### config.mk
export PLATFORM = sky130hd
export DESIGN_NAME = fpu_wb_buffer
export DESIGN_NICKNAME = d
export VERILOG_FILES = /design/src/rtl/fpu_wb_buffer_pkg.sv /design/src/rtl/fpu_wb_buffer_entry.sv /design/src/rtl/fpu_wb_buffer.sv
export SDC_FILE = /design/constraint.sdc
export NUM_CORES = 1
export LEC_CHECK = 0
export BUFFER_PORTS_ARGS = -buffer_cell sky130_fd_sc_hd__buf_2
export CAP_MARGIN = 20
export CORE_UTILIZATION = 45
export DETAILED_ROUTE_END_ITERATION = 12
export PLACE_DENSITY = 0.71
export SLEW_MARGIN = 30
export SYNTH_ARGS = -nofsm -noshare
export SYNTH_HDL_FRONTEND = slang
export SYNTH_SLANG_ARGS = --single-unit
### constraint.sdc
create_clock -name clk -period 4.3 [get_ports clk]
set_input_delay 0.43 -clock clk [delete_from_list [all_inputs] [get_ports clk]]
set_output_delay 0.43 -clock clk [all_outputs]
set_load 0.01 [all_outputs]
### src/rtl/fpu_wb_buffer_pkg.sv
// Shared definitions for the FPU writeback buffer: word/register widths,
// FPU opcodes, float field positions, entry state encoding.
// Optional build macro used by the top: FWB_BYPASS_EN.
package fpu_wb_buffer_pkg;

    localparam int WORD_W = 16;   // one machine word
    localparam int REG_W  = 4;    // register index width

    // Destination register that doubles as the PC; Stage 0 turns a write to it into a jump.
    localparam logic [REG_W-1:0] PCWRITE = 4'hF;

    // Float word layout: 1 sign, 8 exponent, 7 mantissa.
    localparam int SIGN_BIT = 15;
    localparam int EXP_MSB  = 14;
    localparam int EXP_LSB  = 7;
    localparam int MANT_MSB = 6;
    localparam int MANT_LSB = 0;

    // Magnitude bits only; a word that is zero under this mask is +0 or -0.
    localparam logic [WORD_W-1:0] MAG_MASK = 16'h7FFF;

    typedef enum logic [3:0] {
        OP_ITOF = 4'h8,
        OP_FTOI = 4'h9,
        OP_MULF = 4'hA,
        OP_ADDF = 4'hB,
        OP_SUBF = 4'hC,
        OP_RECF = 4'hD
    } fpu_op_t;

    typedef enum logic [1:0] {
        ENT_FREE   = 2'd0,
        ENT_ALLOC  = 2'd1,
        ENT_FILLED = 2'd2
    } ent_state_t;

    function automatic logic f_is_zero(input logic [WORD_W-1:0] w);
        return (w & MAG_MASK) == '0;
    endfunction

endpackage

### src/rtl/fpu_wb_buffer_entry.sv
// One completion-buffer slot: state, destination, Z-request and result registers.
// Ports: clk/reset; flush; alloc (+dest, setz); fill (+value); free;
//        state/dest/setz/value expose the stored slot contents.
module fpu_wb_buffer_entry
    import fpu_wb_buffer_pkg::*;
#(
    parameter int WIDTH = WORD_W
) (
    input  logic             clk,
    input  logic             reset,
    input  logic             flush,
    input  logic             alloc,
    input  logic [REG_W-1:0] alloc_dest,
    input  logic             alloc_setz,
    input  logic             fill,
    input  logic [WIDTH-1:0] fill_value,
    input  logic             free,
    output ent_state_t       state,
    output logic [REG_W-1:0] dest,
    output logic             setz,
    output logic [WIDTH-1:0] value
);

    ent_state_t state_nxt;

    // Later assignments win: alloc+fill in one cycle lands FILLED (zero-latency
    // fpu result), fill+free lands FREE (bypassed result consumed directly).
    always_comb begin
        state_nxt = state;
        if (alloc) state_nxt = ENT_ALLOC;
        if (fill)  state_nxt = ENT_FILLED;
        if (free)  state_nxt = ENT_FREE;
        if (flush) state_nxt = ENT_FREE;
    end

    always_ff @(posedge clk or posedge reset) begin
        if (reset) begin
            state <= ENT_FREE;
            dest  <= '0;
            setz  <= 1'b0;
            value <= '0;
        end else begin
            state <= state_nxt;
            if (alloc && !flush) begin
                dest <= alloc_dest;
                setz <= alloc_setz;
            end
            if (fill && !flush) begin
                value <= fill_value;
            end
        end
    end

endmodule

### src/rtl/fpu_wb_buffer.sv
// In-order completion buffer between the multi-cycle fpu and Stage 0 writeback.
// Ports: issue_* allocate at tail (full blocks), fpu_done/fpu_result fill oldest
//        unfilled entry, wb_* valid/ready drain at head, busy = per-register
//        pending mask, count = allocated entries, err = sticky protocol error.
// Build option: define FWB_BYPASS_EN to present a result on wb_* in the same
// cycle fpu_done fills the head entry of a buffer holding no filled entry.
module fpu_wb_buffer
    import fpu_wb_buffer_pkg::*;
#(
    parameter int DEPTH = 4,
    parameter int WIDTH = WORD_W
) (
    input  logic                   clk,
    input  logic                   reset,
    input  logic                   flush,
    input  logic                   issue_valid,
    input  logic [REG_W-1:0]       issue_dest,
    input  logic                   issue_setz,
    output logic                   full,
    input  logic                   fpu_done,
    input  logic [WIDTH-1:0]       fpu_result,
    output logic                   wb_valid,
    input  logic                   wb_ready,
    output logic [REG_W-1:0]       wb_dest,
    output logic [WIDTH-1:0]       wb_value,
    output logic                   wb_setz,
    output logic                   wb_zero,
    output logic [15:0]            busy,
    output logic [$clog2(DEPTH):0] count,
    output logic                   err
);

    localparam int PW = $clog2(DEPTH);
    localparam int CW = PW + 1;

    logic [PW-1:0] head;
    logic [PW-1:0] fill_ptr;
    logic [PW-1:0] tail;

    ent_state_t       ent_state [DEPTH];
    logic [REG_W-1:0] ent_dest  [DEPTH];
    logic             ent_setz  [DEPTH];
    logic [WIDTH-1:0] ent_value [DEPTH];

    logic issue_acc;
    logic fill_ok;
    logic fill_acc;
    logic head_filled;
    logic pop;

    // Decided on the registered count alone, so a pop in the same cycle
    // never opens a slot for an issue.
    assign full      = (count == CW'(DEPTH));
    assign issue_acc = issue_valid && !full;

    // fill_ptr always sits on the oldest ALLOC entry, or on tail when none
    // exists. An empty buffer may fill the entry being allocated right now.
    assign fill_ok  = (ent_state[fill_ptr] == ENT_ALLOC) || (issue_acc && (count == '0));
    assign fill_acc = fpu_done && fill_ok;

    // Filled entries are contiguous from head, so checking head is enough.
    assign head_filled = (ent_state[head] == ENT_FILLED);
    assign pop         = wb_valid && wb_ready;

    always_comb begin
        wb_valid = 1'b0;
        wb_dest  = '0;
        wb_value = '0;
        wb_setz  = 1'b0;
        if (head_filled) begin
            wb_valid = 1'b1;
            wb_dest  = ent_dest[head];
            wb_value = ent_value[head];
            wb_setz  = ent_setz[head];
        end
`ifdef FWB_BYPASS_EN
        else if (fill_acc && !flush) begin
            // The filling entry is the head. With count==0 it is being
            // allocated this same cycle, so its tag comes from the issue port.
            wb_valid = 1'b1;
            wb_value = fpu_result;
            if (count == '0) begin
                wb_dest = issue_dest;
                wb_setz = issue_setz;
            end else begin
                wb_dest = ent_dest[head];
                wb_setz = ent_setz[head];
            end
        end
`endif
    end

    assign wb_zero = wb_valid && f_is_zero(wb_value);

    always_comb begin
        busy = '0;
        for (int i = 0; i < DEPTH; i++) begin
            if (ent_state[i] != ENT_FREE) begin
                busy[ent_dest[i]] = 1'b1;
            end
        end
    end

    for (genvar g = 0; g < DEPTH; g++) begin : g_ent
        fpu_wb_buffer_entry #(
            .WIDTH (WIDTH)
        ) u_ent (
            .clk        (clk),
            .reset      (reset),
            .flush      (flush),
            .alloc      (issue_acc && (tail == PW'(g))),
            .alloc_dest (issue_dest),
            .alloc_setz (issue_setz),
            .fill       (fill_acc && (fill_ptr == PW'(g))),
            .fill_value (fpu_result),
            .free       (pop && (head == PW'(g))),
            .state      (ent_state[g]),
            .dest       (ent_dest[g]),
            .setz       (ent_setz[g]),
            .value      (ent_value[g])
        );
    end

    always_ff @(posedge clk or posedge reset) begin
        if (reset) begin
            head     <= '0;
            fill_ptr <= '0;
            tail     <= '0;
            count    <= '0;
            err      <= 1'b0;
        end else if (flush) begin
            // err is deliberately kept: it records protocol history.
            head     <= '0;
            fill_ptr <= '0;
            tail     <= '0;
            count    <= '0;
        end else begin
            if (issue_acc) tail     <= tail + PW'(1);
            if (fill_acc)  fill_ptr <= fill_ptr + PW'(1);
            if (pop)       head     <= head + PW'(1);
            case ({issue_acc, pop})
                2'b10:   count <= count + CW'(1);
                2'b01:   count <= count - CW'(1);
                default: count <= count;
            endcase
            if ((issue_valid && full) || (fpu_done && !fill_ok)) begin
                err <= 1'b1;
            end
        end
    end

endmodule

==> After elaboration in Yosys (flattened, before gate mapping) <==
Index checks and enable logic that the tools add are counted.
Widths: inputs -> output; s select.
{ "totals": {"regBits": 102, "inputBits": 27, "output_inout_bits": 44, "wordCells": 165} }
{ "classes": {"add_sub_neg": 5, "magnitude_cmp": 10, "n_eq_ne": 14, "mux": 55, "n_bitwise": 6, "reduce_logical": 54} }
{ "op_table": {"columns": ["operator", "count"], "rows": [
  ["$mux 16", 7],
  ["$mux 2", 26],
  ["$or 16x16->16", 3],
  ["$bmux 16 s2", 1],
  ["$logic_and 1x1->1", 31],
  ["$lt 4x5->1 const B", 4],
  ["$demux 1 s4", 4],
  ["$eq 2x2->1 const B", 8],
  ["$ge 4x1->1 const B", 4],
  ["$logic_not 16->1", 1],
  ["$reduce_bool 4->1", 4],
  ["$reduce_bool 2->1", 7],
  ["$mux 4", 3],
  ["$eq 2x1->1 const B", 5],
  ["$bmux 2 s2", 2],
  ["$bmux 4 s2", 1],
  ["$mux 1", 8],
  ["$add 2x1->2 const B", 3],
  ["$ge 3x3->1 const B", 2],
  ["$logic_not 2->1", 3],
  ["$not 2->3", 2],
  ["$pmux 3 s2", 1],
  ["$add 3x1->3 const B", 1],
  ["$eq 3x3->1 const B", 1],
  ["other kinds (9)", 12]
]} }

==> Logic depth before layout (Yosys ltp) <==
{ "depth": {"ltp_word": 11, "ltp_mapped": 11, "ltp_nobuf": 10} }

==> Cells and area by module <==
From an unflattened synthesis, not the netlist that was laid out.
{ "unflattened": {"cells_unflattened": 492, "hier_area_um2": 6072.1} }
{ "by_module_without_submodules": {"columns": ["module", "instances", "cells_per_inst", "area_each_um2", "seq_area_each_um2"], "rows": [
  ["fpu_wb_buffer_entry", 4, 54, 927.1, 575.6],
  ["fpu_wb_buffer", 1, 276, 2363.5, 250.2]
]} }

==> Worst setup path before layout <==
No wires, ideal clock.
{ "synth_path": {"path_kind": "flip-flop to output port", "start": "reg head[0]", "end": "out wb_zero", "t_arrival_ps": 2250, "required_ps": 3870, "setup_slack_ps": 1620, "path_stages_with_launch": 6, "path_buffers": 3, "path_cell_list": "dfrtp_1 -> clkbuf_1 -> buf_2 -> buf_2 -> mux4_2 -> nor4_1"} }
{ "synth_via": {"elab_chain_cells": 8, "word_cells_on_any_way": 12, "classes_between": "eq/ne (1); mux (8); bitwise (1); reduce/logical (2)"} }
{ "synth_lines": {"columns": ["element", "line", "text"], "rows": [
  ["start, declared", "fpu_wb_buffer.sv:36", "logic [PW-1:0] head;"],
  ["start signal, assigned", "fpu_wb_buffer.sv:140", "if (pop) head <= head + PW'(1);"],
  ["$not 2->3 (not written as such) *", "fpu_wb_buffer.sv:62, fpu_wb_buffer.sv:73", null],
  ["$bmux 2 s2", "fpu_wb_buffer.sv:62", "assign head_filled = (ent_state[head] == ENT_FILLED);"],
  ["$mux 2 (not written as such) (2 in a row)", "fpu_wb_buffer.sv:62", null],
  ["$eq 2x2->1", "fpu_wb_buffer.sv:62", null],
  ["$mux 16", "fpu_wb_buffer.sv:70", "if (head_filled) begin"],
  ["$logic_not 16->1", "fpu_wb_buffer_pkg.sv:38", "return (w & MAG_MASK) == '0;"],
  ["$logic_and 1x1->1 *", "fpu_wb_buffer.sv:93", "assign wb_zero = wb_valid && f_is_zero(wb_value);"],
  ["end, declared", "fpu_wb_buffer.sv:27", "output logic wb_zero,"]
]} }
Every way passes the cells marked *; elsewhere a longest branch is shown, timed or not. The select of a mux whose other input is x is not followed.

==> Worst setup path after layout <==
{ "layout_path": {"start": "reg head[1]", "end": "out wb_zero"} }
The elaborated chain is that of the path after synthesis.

==> impl_results.md <==
* WL per Instance at 19.1 um
* Element type at the critical path end: output pin
* Fillers at 1122
* # diodes at 0
* Unrepaired setup endpoints after global routing: no
* Yosys top cell area share at 44.2%
* GR Util All Layers at 22.6%
* Fmax at 309 MHz
* Number of global-route vias before repair at 4373
* Placed insts at 702
* Pwr per Cell Area at 501 nW/um^2
* Post-CTS Hold Buffers at 0
* Worst-Skew Late Latency at 0.34 ns
* Sink Count at 102
* Static Leakage at 2.97 nW
* Largest net degree at the start of global routing at 73
* Critical Path AT at 2.81 ns
* TritonRoute pass-1 iters at 6
* Final setup fails at 0
* Sequential area share after synthesis at 44.2%
* Placement Setup Slack at 1.39 ns
* CTS max path bufs at 2
* Worst vdd ir at 0.273 mV
* Setup ws final at 1.06 ns
* Synth Flop Type: dfrtp_1
* Reg-to-reg setup timing slack at 1.52 ns
* Core Util, Final at 52.5%
* Setup bufs post-CTS at 0
* Antenna violations before repair at 1
* Slew Limit Fails at 0
* DR DRC count at 0
* Hold WC Path Type: in -> async
* Synth warn at 0
* Status: completed
* Post-DP HPWL at 9810 um
* Total gr overflow at 0
* Maximum fanout along the worst path at 29
* Die width at 115 um
* Initial drt markers at 335
* Synth top area cells: dfrtp_1 44%, mux2_2 9.6%, mux4_2 9.0%, mux2_1 6.8%, ha_1 2.6%
* Ys async rst share at 100%
* Synthesized flop and latch total at 102
* Core area at 12600 um^2
* Num CTS Buffers at 9
* Synthesis-to-finish area growth at 14.3%
* Share of cells above drive strength 1 at 33.7%
* Cells after synthesis at 484
* Clock Pin Slew Worst Setup and Hold Paths at 0.07 ns
* Syn_nets at 524
* Number of top-level pins at 71
* Crit path largest cell delay at 0.61 ns
* Layout Skew at 0.00958 ns
* Port Buf Inserts at 70
* Worst path cell trace: buf_4 > inv_1 > mux4_2 > clkinv_1 > buf_4 > nand4_1 > nor4_1 > buf_2
* Setup TNS at 0 ns
* Synth area leader: dfrtp_1
* H-tree Lvls at 3
* DRT antenna net count at 0
* WHS at 0.184 ns
* Cell family with most CP delay: buffers and inverters
* Vias per cell at 5.88
* Die ar. at 13300 um^2
* Via count of the routed design at 4241
* Min Tclk post-route at 3.24 ns
* Worst-margin pin slew at 0.974 ns
* Crit-path most repeated cell: buf_4
* First-pass GRT wire length at 22900 um
* Mean Syn Cell Area at 11.9 um^2
* Bufs and invs on worst path at 5
* Worst r2r src: head[1]
* Die height at 115 um
* Starting Density at 46.0%
* Finished Layout Cells at 721
* Final cycle utilization of the critical path at 75.3%
* Req. time, crit path at 3.87 ns
* CP startpoint: head[1]
* Depth of the worst register-to-register path at 10
* Final nets at 584
* Critical Path Slowest Stage Cell: mux4_2
* CP Depth at 8
* Kind of critical path: reg -> out
* Critical R2R Capture: count[2]
* Crit path to: wb_zero
* Routed wire length at 13800 um
* Final hold violations at 0
* Slew Limit Headroom at 34.8%
* Max-cap viol count at 0
* Root Driver: clkbuf_16
* Cell variety after synth at 49
* Startpoint Class: flip-flop
* EDFF count, synth at 0
* GPL Wtd Cong at 1.01
* CTS tree: built
* Synthesized area at 5780 um^2
* Rows at 41
* Post-CTS sizing at 0
## through the flow
step                total power [mW]  area (um^2)
detailed placement              2.46         6240
floorplan                       2.17         5780
global placement                2.40         6240
global route                    3.51         6600
CTS                             3.33         6560
finish                          3.31         6600
## layer usage
layer  vias up  track usage [%]  wire length, um
met3        24             4.43              839
met2       168             38.8             6930
li1       1914                -                -
met1      2133             29.0             5800
met5         -                0               13
met4         2             6.84              201
## worst register-to-register path, delay by kind of cell, from the launching register on
| family | cells | cell delay, ns |
|---|---|---|
| DFF | 1 | 0.33 |
| AOI/OAI and AO/OA | 1 | 0.12 |
| buffers and inverters | 3 | 0.70 |
| muxes | 1 | 0.46 |
| and+or+nand+nor | 4 | 0.66 |
| adders and majority gates | 1 | 0.43 |
## cell usage after synthesis, types with 5 or more instances
library cell / number
dfrtp_1: 102
mux2_2: 49
mux2_1: 35
mux4_2: 23
nand2_1: 23
and2_1: 21
clkbuf_1: 21
nand2b_1: 15
nor2_1: 15
inv_1: 14
nor3_1: 13
o22ai_1: 13
ha_1: 12
a21oi_1: 11
nor3b_1: 10
nor4_1: 10
o211ai_1: 9
nand4_1: 7
a31oi_1: 6
or2_2: 6
nor2b_1: 5
or3_1: 5
or3b_2: 5
## where the power goes
| group | switching (mW) | internal (mW) |
|---|---|---|
| clock | 0.389 | 0.472 |
| sequential | 0.258 | 1.25 |
| combinational | 0.438 | 0.497 |
## worst min path at each step
| stage | start | to | cells after the start |
|---|---|---|---|
| detailed placement | err | err | 1 |
| CTS | reset | g_ent[2].u_ent.value[0] | 2 |
| finish | reset | g_ent[0].u_ent.value[15] | 2 |
| floorplan | g_ent[2].u_ent.value[0] | g_ent[2].u_ent.value[0] | 1 |
| global placement | g_ent[3].u_ent.value[7] | g_ent[3].u_ent.value[7] | 1 |
| global route | reset | g_ent[0].u_ent.value[15] | 2 |
## placed cells by master, fill, tap and decap left out, drive strengths merged, types with 4 or more instances in the layout
cell type / n
o21ai: 4
mux2: 84
nand2b: 15
or3b: 5
mux4: 23
nor4: 10
and2: 21
clkbuf: 9
nand2: 23
a31oi: 6
a21boi: 4
nor3: 13
o21a: 4
or3: 5
nor2: 15
nand4: 7
or2: 6
a21oi: 11
dfrtp: 102
nor2b: 5
ha: 12
o211ai: 9
buf: 78
a211oi: 4
o221ai: 4
inv: 19
nor3b: 10
o22ai: 13
## layout make-up
| type | instances | area, um^2 | area share, % |
|---|---|---|---|
| flip-flops and latches | 102 | 2550 | 38.7 |
| clock inverters | 7 | 100 | 1.52 |
| multi-input cells | 337 | 3020 | 45.8 |
| repair buffers | 78 | 422 | 6.39 |
| inverters | 16 | 65.1 | 0.985 |
| well taps | 172 | 215 | 3.26 |
| clock buffers | 9 | 225 | 3.41 |
## cell families after synthesis
kind of cell / after synthesis / synth area share, %
compound gates: 71 / 9.45
xor+xnor: 1 / 0.152
mux: 109 / 25.7
buf+inv: 45 / 3.51
simple gates: 143 / 14.1
flops: 102 / 44.2
fa+ha+maj: 13 / 2.95
## registers in the layout (all words and copies together) (netlist names)
| name | cells |
|---|---|
| g_ent.u_ent.value | 64 |
| fill_ptr | 2 |
| tail | 2 |
| count | 3 |
| head | 2 |
| g_ent.u_ent.setz | 4 |
| err | 1 |
| g_ent.u_ent.state | 8 |
| g_ent.u_ent.dest | 16 |
(Power assumes the default switching activity.)
